===== src/rtl/cfg_pkg.sv =====
// Constants shared by the configuration-write initiator, the control-unit bench and its model.
package cfg_pkg;

    localparam int unsigned CfgWidth       = 35;
    localparam int unsigned CfgTimeout     = 16;
    localparam int unsigned CfgMaxAttempts = 3;

    typedef enum logic [2:0] {
        StIdle   = 3'd0,
        StReq    = 3'd1,
        StKey    = 3'd2,
        StConf   = 3'd3,
        StWait   = 3'd4,
        StVerify = 3'd5,
        StDone   = 3'd6,
        StFail   = 3'd7
    } cfg_state_e;

endpackage


===== src/rtl/cfg_initiator_if.sv =====
// Initiator <-> control-unit handshake: strobes and captured data out, write strobe and readback in.
interface cfg_initiator_if
    import cfg_pkg::*;
#(
    parameter int unsigned WIDTH = CfgWidth
) ();

    logic             request;
    logic             confirm;
    logic [1:0]       password;
    logic [WIDTH-1:0] configin;
    logic             write_en;
    logic [WIDTH-1:0] configout;

    modport master (
        output request, confirm, password, configin,
        input  write_en, configout
    );

    modport slave (
        input  request, confirm, password, configin,
        output write_en, configout
    );

endinterface


===== src/rtl/cfg_timeout_timer.sv =====
// Clearable up-counter that flags expiry once it has counted TIMEOUT-1 enabled cycles.
module cfg_timeout_timer
    import cfg_pkg::*;
#(
    parameter int unsigned TIMEOUT = CfgTimeout
) (
    input  logic clk,
    input  logic arst,
    input  logic clr,
    input  logic en,
    output logic expired
);

    localparam int unsigned       CntW = $clog2(TIMEOUT);
    localparam logic [CntW-1:0] Last = CntW'(TIMEOUT - 1);

    logic [CntW-1:0] count_q, count_d;

    assign expired = (count_q == Last);

    // Saturates at Last so a late enable cannot wrap back into a fresh window.
    always_comb begin
        count_d = count_q;
        if (clr) begin
            count_d = '0;
        end else if (en && !expired) begin
            count_d = count_q + 1'b1;
        end
    end

    always_ff @(posedge clk or negedge arst) begin
        if (!arst) begin
            count_q <= '0;
        end else begin
            count_q <= count_d;
        end
    end

endmodule


===== src/rtl/cfg_initiator.sv =====
// Host-side initiator: captures a word and key on start, drives request/key/confirm, waits for
// the write strobe, verifies the readback and retries a bounded number of times.
module cfg_initiator
    import cfg_pkg::*;
#(
    parameter int unsigned WIDTH        = CfgWidth,
    parameter int unsigned TIMEOUT      = CfgTimeout,
    parameter int unsigned MAX_ATTEMPTS = CfgMaxAttempts
) (
    input  logic             clk,
    input  logic             arst,
    input  logic             start,
    input  logic [WIDTH-1:0] cfg_data,
    input  logic [1:0]       key,
    cfg_initiator_if.master  cu,
    output logic             busy,
    output logic             done,
    output logic             fail,
    output logic [2:0]       dbg_state
);

    localparam int unsigned AttW = $clog2(MAX_ATTEMPTS + 1);

    cfg_state_e       state_q, state_d;
    logic [WIDTH-1:0] cfg_q, cfg_d;
    logic [1:0]       key_q, key_d;
    logic [AttW-1:0]  att_q, att_d, att_inc;
    logic [WIDTH-1:0] readback_q;
    logic             request_q, confirm_q, busy_q, done_q, fail_q;
    logic             tmr_clr, tmr_en, tmr_expired, end_attempt;

    cfg_timeout_timer #(
        .TIMEOUT (TIMEOUT)
    ) u_timer (
        .clk     (clk),
        .arst    (arst),
        .clr     (tmr_clr),
        .en      (tmr_en),
        .expired (tmr_expired)
    );

    assign att_inc = att_q + AttW'(1);

    always_comb begin
        state_d     = state_q;
        cfg_d       = cfg_q;
        key_d       = key_q;
        att_d       = att_q;
        tmr_clr     = 1'b0;
        tmr_en      = 1'b0;
        end_attempt = 1'b0;
        unique case (state_q)
            StIdle: begin
                if (start) begin
                    cfg_d   = cfg_data;
                    key_d   = key;
                    att_d   = '0;
                    state_d = StReq;
                end
            end
            StReq:  state_d = StKey;
            StKey:  state_d = StConf;
            StConf: begin
                tmr_clr = 1'b1;
                state_d = StWait;
            end
            // write_en is checked before expiry so a strobe on the last cycle still counts.
            StWait: begin
                tmr_en = 1'b1;
                if (cu.write_en) begin
                    state_d = StVerify;
                end else if (tmr_expired) begin
                    end_attempt = 1'b1;
                end
            end
            StVerify: begin
                if (readback_q == cfg_q) begin
                    state_d = StDone;
                end else begin
                    end_attempt = 1'b1;
                end
            end
            StDone, StFail: state_d = StIdle;
            default:        state_d = StIdle;
        endcase
        if (end_attempt) begin
            att_d   = att_inc;
            state_d = (att_inc < AttW'(MAX_ATTEMPTS)) ? StReq : StFail;
        end
    end

    always_ff @(posedge clk or negedge arst) begin
        if (!arst) begin
            state_q    <= StIdle;
            cfg_q      <= '0;
            key_q      <= '0;
            att_q      <= '0;
            readback_q <= '0;
            request_q  <= 1'b0;
            confirm_q  <= 1'b0;
            busy_q     <= 1'b0;
            done_q     <= 1'b0;
            fail_q     <= 1'b0;
        end else begin
            state_q    <= state_d;
            cfg_q      <= cfg_d;
            key_q      <= key_d;
            att_q      <= att_d;
            readback_q <= cu.configout;
            request_q  <= (state_d == StReq);
            confirm_q  <= (state_d == StConf);
            busy_q     <= (state_d != StIdle);
            done_q     <= (state_d == StDone);
            fail_q     <= (state_d == StFail);
        end
    end

    assign cu.request  = request_q;
    assign cu.confirm  = confirm_q;
    assign cu.password = key_q;
    assign cu.configin = cfg_q;
    assign busy        = busy_q;
    assign done        = done_q;
    assign fail        = fail_q;
    assign dbg_state   = state_q;

endmodule

===== src/flat_wrapper.sv =====
// flat-port wrapper written by rule: the top's interface ports become plain ports
module cfg_initiator_flat import cfg_pkg::*;
#(
    parameter int unsigned WIDTH        = CfgWidth,
    parameter int unsigned TIMEOUT      = CfgTimeout,
    parameter int unsigned MAX_ATTEMPTS = CfgMaxAttempts
)
  (clk, arst, start, cfg_data, key, busy, done, fail, dbg_state, cu_request, cu_confirm, cu_password, cu_configin, cu_write_en, cu_configout);
  cfg_initiator_if #(.WIDTH(WIDTH)) cu_i ();
  input  logic clk;
  input  logic arst;
  input  logic start;
  input  logic [WIDTH-1:0] cfg_data;
  input  logic [1:0] key;
  output logic busy;
  output logic done;
  output logic fail;
  output logic [2:0] dbg_state;
  output wire logic [$bits(cu_i.request)-1:0] cu_request;
  output wire logic [$bits(cu_i.confirm)-1:0] cu_confirm;
  output wire logic [$bits(cu_i.password)-1:0] cu_password;
  output wire logic [$bits(cu_i.configin)-1:0] cu_configin;
  input wire logic [$bits(cu_i.write_en)-1:0] cu_write_en;
  input wire logic [$bits(cu_i.configout)-1:0] cu_configout;
  assign cu_request = cu_i.request;
  assign cu_confirm = cu_i.confirm;
  assign cu_password = cu_i.password;
  assign cu_configin = cu_i.configin;
  assign cu_i.write_en = cu_write_en;
  assign cu_i.configout = cu_configout;
  cfg_initiator #(.WIDTH(WIDTH), .TIMEOUT(TIMEOUT), .MAX_ATTEMPTS(MAX_ATTEMPTS)) u_core (.clk(clk), .arst(arst), .start(start), .cfg_data(cfg_data), .key(key), .cu(cu_i), .busy(busy), .done(done), .fail(fail), .dbg_state(dbg_state));
endmodule

===== config.mk =====
export PLATFORM = sky130hd
export DESIGN_NAME = cfg_initiator_flat
export DESIGN_NICKNAME = d
export VERILOG_FILES = /design/src/rtl/cfg_pkg.sv /design/src/rtl/cfg_initiator_if.sv /design/src/rtl/cfg_timeout_timer.sv /design/src/rtl/cfg_initiator.sv /design/src/flat_wrapper.sv
export SDC_FILE = /design/constraint.sdc
export NUM_CORES = 1
export LEC_CHECK = 0
export ABC_AREA = 1
export BUFFER_PORTS_ARGS = -buffer_cell sky130_fd_sc_hd__buf_2
export CORE_MARGIN = 5
export CORE_UTILIZATION = 45
export DETAILED_ROUTE_END_ITERATION = 16
export PLACE_DENSITY_LB_ADDON = 0.05
export SKIP_LAST_GASP = 1
export SYNTH_ARGS = -nofsm -noshare
export SYNTH_HDL_FRONTEND = slang
export SYNTH_SLANG_ARGS = --single-unit

===== constraint.sdc =====
create_clock -name clk -period 1.6 [get_ports clk]
set_clock_uncertainty 0.1 [all_clocks]
set_input_delay 0.16 -clock clk [delete_from_list [all_inputs] [get_ports clk]]
set_output_delay 0.16 -clock clk [all_outputs]
set_load 0.02 [all_outputs]

==> results.sh, run 1 <==
export IMPL_yosys_warnings=0
export IMPL_crit_path_start_kind="register"
export IMPL_seq_area_frac_synth=0.613
export IMPL_dp_hpwl_microns=5790
export IMPL_synth_top_cells_by_area="dfrtp_1, nand2_1, inv_1"
export IMPL_fillers=549
export IMPL_vias=3224
export IMPL_crit_family="simple AND/OR/NAND/NOR gates"
export IMPL_core_area_sq_mm=0.00765
export IMPL_synth_area_per_cell_sq_um=9.36
export IMPL_path_clk_slew_ns=0.09
export IMPL_peakVddDrop_v=0.00101
export IMPL_cp_max_fo=4
export IMPL_grt_pass1_vias=3538
export IMPL_cp_required_ns=1.75
export IMPL_grt_usage=0.207
export IMPL_cts_buffers=9
export IMPL_finalCritPeriodShare=1.16
export IMPL_setup_tns_ns=-1.71
export IMPL_syn_instance_count=375
export IMPL_placedCellCount=634
export IMPL_grt_pass1_wl_microns=16100
export IMPL_synth_ff_type="dfrtp_1"
export IMPL_max_stage_delay_ns=0.43
export IMPL_area_delta_synth_final_pct=61.6
export IMPL_period_needed_ns=1.85
export IMPL_postRouteAntennaNets=0
export IMPL_crit_chain="xnor2_1, nand2_1, nor2_1, nand2_1, nor2_2, nand3_2, nand2_4, nand3_4, nor2_4, buf_4, inv_2"
export IMPL_finalMaxSlewViolations=0
export IMPL_synth_seq_cells=86
export IMPL_ff2ff_setup_slack_ns=-0.25
export IMPL_clock_path_buffers=2
export IMPL_place_congestion=0.804
export IMPL_synth_most_common_cell="nand2_1"
export IMPL_overflow=0
export IMPL_drt_wl_total_microns=9200
export IMPL_vias_per_cell=4.42
export IMPL_multiInputGateArea_sq_mm=0.00124
export IMPL_hold_viol_final=0
export IMPL_grt_setup_unrepaired="true"
export IMPL_cts_sinks=86
export IMPL_row_count=32
export IMPL_synth_edff_count=0
export IMPL_post_place_ws_ns=-0.177
export IMPL_diodes=0
export IMPL_yosys_area_top_type="dfrtp_1"
export IMPL_syn_num_nets=453
export IMPL_first_pass_iters=4
export IMPL_final_area_sq_mm=0.00567
export IMPL_nNetsFinal=701
export IMPL_synth_commonest_cells="nand2_1, dfrtp_1, inv_1"
export IMPL_crit_slowest_cell="dfrtp_2"
export IMPL_die_h_microns=98.3
export IMPL_hold_class="in2reg"
export IMPL_drt_iter0_markers=62
export IMPL_grt_max_degree=50
export IMPL_path_buf_inv=2
export IMPL_fmax_ghz=0.541
export IMPL_drc=0
export IMPL_cp_end_kind="register"
export IMPL_ios=121
export IMPL_worst_slew_pin_slew_ns=0.391
export IMPL_syn_cell_area_sq_mm=0.00351
export IMPL_final_cell_count_no_fill=730
export IMPL_setup_viol=9
export IMPL_max_cap_violations=0
export IMPL_p_leak_nw=2.99
export IMPL_h_tree_depth=3
export IMPL_cts_root_buf="clkbuf_8"
export IMPL_relSlewSlack=0.739
export IMPL_final_util=0.741
export IMPL_ys_types=26
export IMPL_placed_area_sq_mm=0.00461
export IMPL_worst_path_most_repeated_cell="nand2_1"
export IMPL_async_reset_ff_frac=1.00
export IMPL_power_density_mw_per_mm2=1610
export IMPL_synth_top_cell_area_share=0.613
export IMPL_final_layout_size_suffix_gt1_frac=0.414
export IMPL_arrival_ns=2.00
export IMPL_die_area_sq_mm=0.00966
export IMPL_cts_tree="yes"
export IMPL_path_class="reg2reg"
export IMPL_dieWidth_microns=98.3
export IMPL_clock_latency_ns=0.35
export IMPL_numPortBuffers=120
export IMPL_routedWlPerCell_microns=12.6
export IMPL_outcome="finished with violations"
export IMPL_start_util=0.459
export IMPL_violations="setup timing"
export IMPL_worst_slack_ns=-0.250
export IMPL_seqCellArea_sq_mm=0.00219
export IMPL_antenna_found_initial=0
cells in the final DEF, fill, tap and decap left out, drive strengths merged:
master,instances
a21oi,3
a221oi,1
buf,171
bufinv,1
clkbuf,10
clkinvlp,1
dfrtp,86
dlygate4sd3,73
ha,2
inv,46
nand2,158
nand3,8
nand3b,1
nand4,1
nor2,24
nor3,2
o21ai,17
o31ai,1
xnor2,14
xor2,8
timing repair:
item / 4_1_cts / 5_1_grt
endpoints found under the hold margin: 124 / 0
gates cloned: 0 / 0
endpoints found under the setup margin: 9 / 11
gates resized for setup: 9 / 15
hold buffers: 73 / 0
setup buffers: 3 / 4
pin swaps: 1 / 15
metal layers:
metal | part of all wire | vias to the layer above | GRT usage
met2 | 0.52 | 92 | 0.354
met4 | 0.019 | 0 | 0.0599
met1 | 0.40 | 1495 | 0.252
li1 | - | 1623 | -
met5 | 0 | - | 0
met3 | 0.062 | 14 | 0.0621
where the power goes:
group          internal, mW  switching [mW]
Sequential             2.85           0.433
Clock                 0.755           0.814
Combinational          1.93            2.35
Total                  5.54            3.60
cell type report:
class,instances,share of cell area
Multi-Input combinational cell,240,0.218
Clock buffer,10,0.0225
Timing Repair Buffer,244,0.308
Clock inverter,6,0.0137
Tap cell,102,0.0225
Inverter,42,0.0282
Sequential cell,86,0.386
stage by stage:
step	hold slack [ns]	power (mW)
after floorplan	-0.236	5.50
after global routing	0.107	9.85
after global placement	0.0142	7.11
after detailed placement	0.0198	7.17
final	0.0955	9.13
after CTS	0.0819	9.01
registers in the layout, indices dropped and copies added (netlist names):
signal,flops
u_core.done,1
u_core.att_q,2
u_core.dbg_state,3
u_core.readback_q,35
u_core.busy,1
u_core.cu.configin,35
u_core.u_timer.count_q,4
u_core.cu.request,1
u_core.cu.confirm,1
u_core.fail,1
u_core.cu.password,2
worst min-delay path, cell delays in order:
cell	delay, ns
buf_2	0.10
nand3_2	0.09
inv_2	0.05
nand2_1	0.05
nand2_1	0.04
cells by family (layout without fill, tap and decap cells):
kind of cell | after synthesis | in the layout | synth area share
simple gates | 194 | 194 | 0.237
fa+ha+maj | 2 | 2 | 0.00713
xor+xnor | 22 | 22 | 0.0549
compound gates | 22 | 22 | 0.0332
buf+inv | 49 | 302 | 0.0542
flops | 86 | 86 | 0.613
final timing paths:
path,start,endpoint,cells past startpoint
min in group asynchronous,arst,u_core.readback_q[17]$_DFF_PN0_,2
setup / recovery,u_core.cu.configin[12]$_DFFE_PN0P_,u_core.dbg_state[0]$_DFF_PN0_,11
max in group asynchronous,arst,u_core.cu.configin[25]$_DFFE_PN0P_,3
hold reg to reg,u_core.u_timer.count_q[3]$_DFFE_PN0P_,u_core.u_timer.count_q[3]$_DFFE_PN0P_,1
hold / removal,start,u_core.cu.configin[11]$_DFFE_PN0P_,5
setup reg to reg,u_core.cu.configin[12]$_DFFE_PN0P_,u_core.dbg_state[0]$_DFF_PN0_,11
(Power assumes the default switching activity.)
==> run 2, diff against run 1 <==
--- a/config.mk
+++ b/config.mk
@@ -7,7 +7,8 @@
 export LEC_CHECK = 0
 export ABC_AREA = 1
+export ABC_CLOCK_PERIOD_IN_PS = 1600
 export BUFFER_PORTS_ARGS = -buffer_cell sky130_fd_sc_hd__buf_2
 export CORE_MARGIN = 5
-export CORE_UTILIZATION = 45
+export CORE_UTILIZATION = 30
 export DETAILED_ROUTE_END_ITERATION = 16
 export PLACE_DENSITY_LB_ADDON = 0.05
==> constraint.sdc (replaced) <==
create_clock -name clk -period 1.6 [get_ports clk]
set_clock_uncertainty 0.1 [all_clocks]
set_input_delay 0.16 -clock clk [delete_from_list [all_inputs] [get_ports clk]]
set_output_delay 0.16 -clock clk [all_outputs]
set_load 0.1 [all_outputs]
==> run 2 against run 1 <==
Effect of this change:
- register-to-register slack gained 0.03 ns
- utilization shrank 22 points
- clock-buffer cell count grew 3
- non-clock buffer count shrank 2
- design area grew 4.2%
- sequential cell count is the same
- routed wire length grew 1.7%
- largest power group unchanged
- total power grew 42%
- via count shrank 3.2%
- die area grew 44%
- cell count grew 5.3%
- the run still ends with setup timing left
- first-iteration DRC count grew 65%
==> results.sh, run 2 (synthesis gave the netlist of run 1 again) <==
export IMPL_outcome="finished with violations"
export IMPL_violations="setup timing"
export IMPL_p_leak_nw=3.01
export IMPL_final_layout_size_suffix_gt1_frac=0.433
export IMPL_vias_per_cell=4.06
export IMPL_cp_end_kind="register"
export IMPL_die_h_microns=118
export IMPL_routedWlPerCell_microns=12.2
export IMPL_relSlewSlack=0.667
export IMPL_peakVddDrop_v=0.00147
export IMPL_hold_viol_final=0
export IMPL_path_class="reg2reg"
export IMPL_setup_viol=9
export IMPL_drt_iter0_markers=102
export IMPL_min_from="cu_write_en"
export IMPL_met3_length_microns=452
export IMPL_max_cap_violations=0
export IMPL_drt_wl_total_microns=9360
export IMPL_layout_commonest_cell="nand2_1"
export IMPL_diodes=0
export IMPL_ios=121
export IMPL_r2r_start="u_core.cu.configin[16]$_DFFE_PN0P_"
export IMPL_ff2ff_setup_slack_ns=-0.22
export IMPL_area_delta_synth_final_pct=68.5
export IMPL_hold_class="in2reg"
export IMPL_cp_max_fo=4
export IMPL_place_congestion=0.749
export IMPL_path_clk_slew_ns=0.06
export IMPL_dieWidth_microns=118
export IMPL_grt_usage=0.139
export IMPL_placed_area_sq_mm=0.00476
export IMPL_combinationalPowerShare=0.567
export IMPL_p_int_mw=6.23
export IMPL_fmax_ghz=0.551
export IMPL_overflow=0
export IMPL_critPathLaunch="u_core.cu.configin[16]$_DFFE_PN0P_"
export IMPL_final_util=0.518
export IMPL_drc=0
export IMPL_grt_pass1_vias=3270
export IMPL_top_layer_used="met4"
export IMPL_clock_path_buffers=2
export IMPL_wl_met1_microns=4240
export IMPL_mostFrequentLayoutCells="nand2_1, buf_2, dlygate4sd3_1, buf_4, dfrtp_1"
export IMPL_antenna_found_initial=0
export IMPL_period_needed_ns=1.82
export IMPL_grt_pass1_wl_microns=15800
export IMPL_grt_max_degree=87
export IMPL_first_pass_iters=4
export IMPL_worst_slack_ns=-0.215
export IMPL_power_density_mw_per_mm2=2190
export IMPL_die_area_sq_mm=0.0140
export IMPL_crit_path_start_kind="register"
export IMPL_whs_ns=0.126
export IMPL_cts_root_buf="clkbuf_16"
export IMPL_clock_latency_ns=0.33
export IMPL_postRouteAntennaNets=0
export IMPL_final_area_sq_mm=0.00591
export IMPL_h_tree_depth=3
export IMPL_cp_required_ns=1.71
export IMPL_finalCritPeriodShare=1.13
export IMPL_worstRegToRegCells=10
export IMPL_start_util=0.307
export IMPL_vias=3122
export IMPL_power_switching_mw=6.73
export IMPL_core_area_sq_mm=0.0114
export IMPL_cts_tree="yes"
export IMPL_arrival_ns=1.92
export IMPL_dp_hpwl_microns=6520
export IMPL_swShare=0.519
export IMPL_numPortBuffers=120
export IMPL_r2r_end="u_core.busy$_DFF_PN0_"
export IMPL_wl_met2_microns=4520
export IMPL_clkPwrFrac=0.162
export IMPL_pwr_share_seq=0.271
export IMPL_nNetsFinal=699
export IMPL_cts_buffers=9
export IMPL_grt_setup_unrepaired="true"
export IMPL_worst_slew_pin_slew_ns=0.502
export IMPL_min_to="u_core.dbg_state[0]$_DFF_PN0_"
export IMPL_hold_depth=5
export IMPL_cts_sinks=86
export IMPL_row_count=39
export IMPL_finalMaxSlewViolations=0
==> run 2: how the worst max path moves through the flow <==
stage                                 end  slack, ns
finish              u_core.busy$_DFF_PN0_      -0.22
global route        u_core.done$_DFF_PN0_      -0.40
CTS                 u_core.done$_DFF_PN0_      -0.22
detailed placement  u_core.busy$_DFF_PN0_      -0.22
global placement    u_core.done$_DFF_PN0_      -0.19
floorplan           u_core.busy$_DFF_PN0_      -0.20
==> run 2: power by group through the flow <==
stage	clock network [mW]	logic, mW	registers (mW)
2_1_floorplan	0	1.52	7.34
3_3_place_gp	0	7.09	3.51
3_5_place_dp	0	7.10	3.53
4_1_cts	2.19	7.32	3.50
5_1_grt	2.29	7.82	3.59
6_report	2.11	7.35	3.51
==> run 2: metal layers <==
metal,up-vias,global-route usage
met4,0,0.0495
met3,10,0.0363
li1,1628,-
met5,-,0
met1,1406,0.177
met2,78,0.228
==> run 2: per-stage QoR <==
step	std cells	setup TNS (ns)	total power, mW	setup slack [ns]
after floorplan	375	-1.45	8.86	-0.198
after global placement	673	-1.10	10.6	-0.192
after detailed placement	673	-1.25	10.6	-0.221
after CTS	764	-1.30	13.0	-0.225
after global routing	769	-3.15	13.7	-0.404
final	769	-1.51	13.0	-0.215
==> run 2: final cells by class <==
class / count / area (sq um)
sequential: 86 / 2280
fill: 1066 / 5510
clock inverter: 3 / 42.5
tap: 143 / 179
multi-input combinational: 240 / 1240
inverter: 42 / 163
timing repair buffer: 242 / 1740
clock buffer: 13 / 260
==> run 2: critical path: stages, from the launching register on <==
cell,delay [ns]
dfrtp_4,0.49
xnor2_2,0.15
nand2_1,0.06
nor2_1,0.09
nand2_1,0.10
nor2_2,0.15
nand3_2,0.10
nand2_4,0.12
nand2_2,0.07
nor2_4,0.17
nand3_1,0.10
==> run 2: repair_timing <==
item / in CTS / in global routing
setup buffers: 2 / 5
endpoints found under the hold margin: 158 / 0
gates resized for setup: 12 / 11
pin swaps: 5 / 14
hold buffers: 73 / 0
endpoints found under the setup margin: 11 / 14
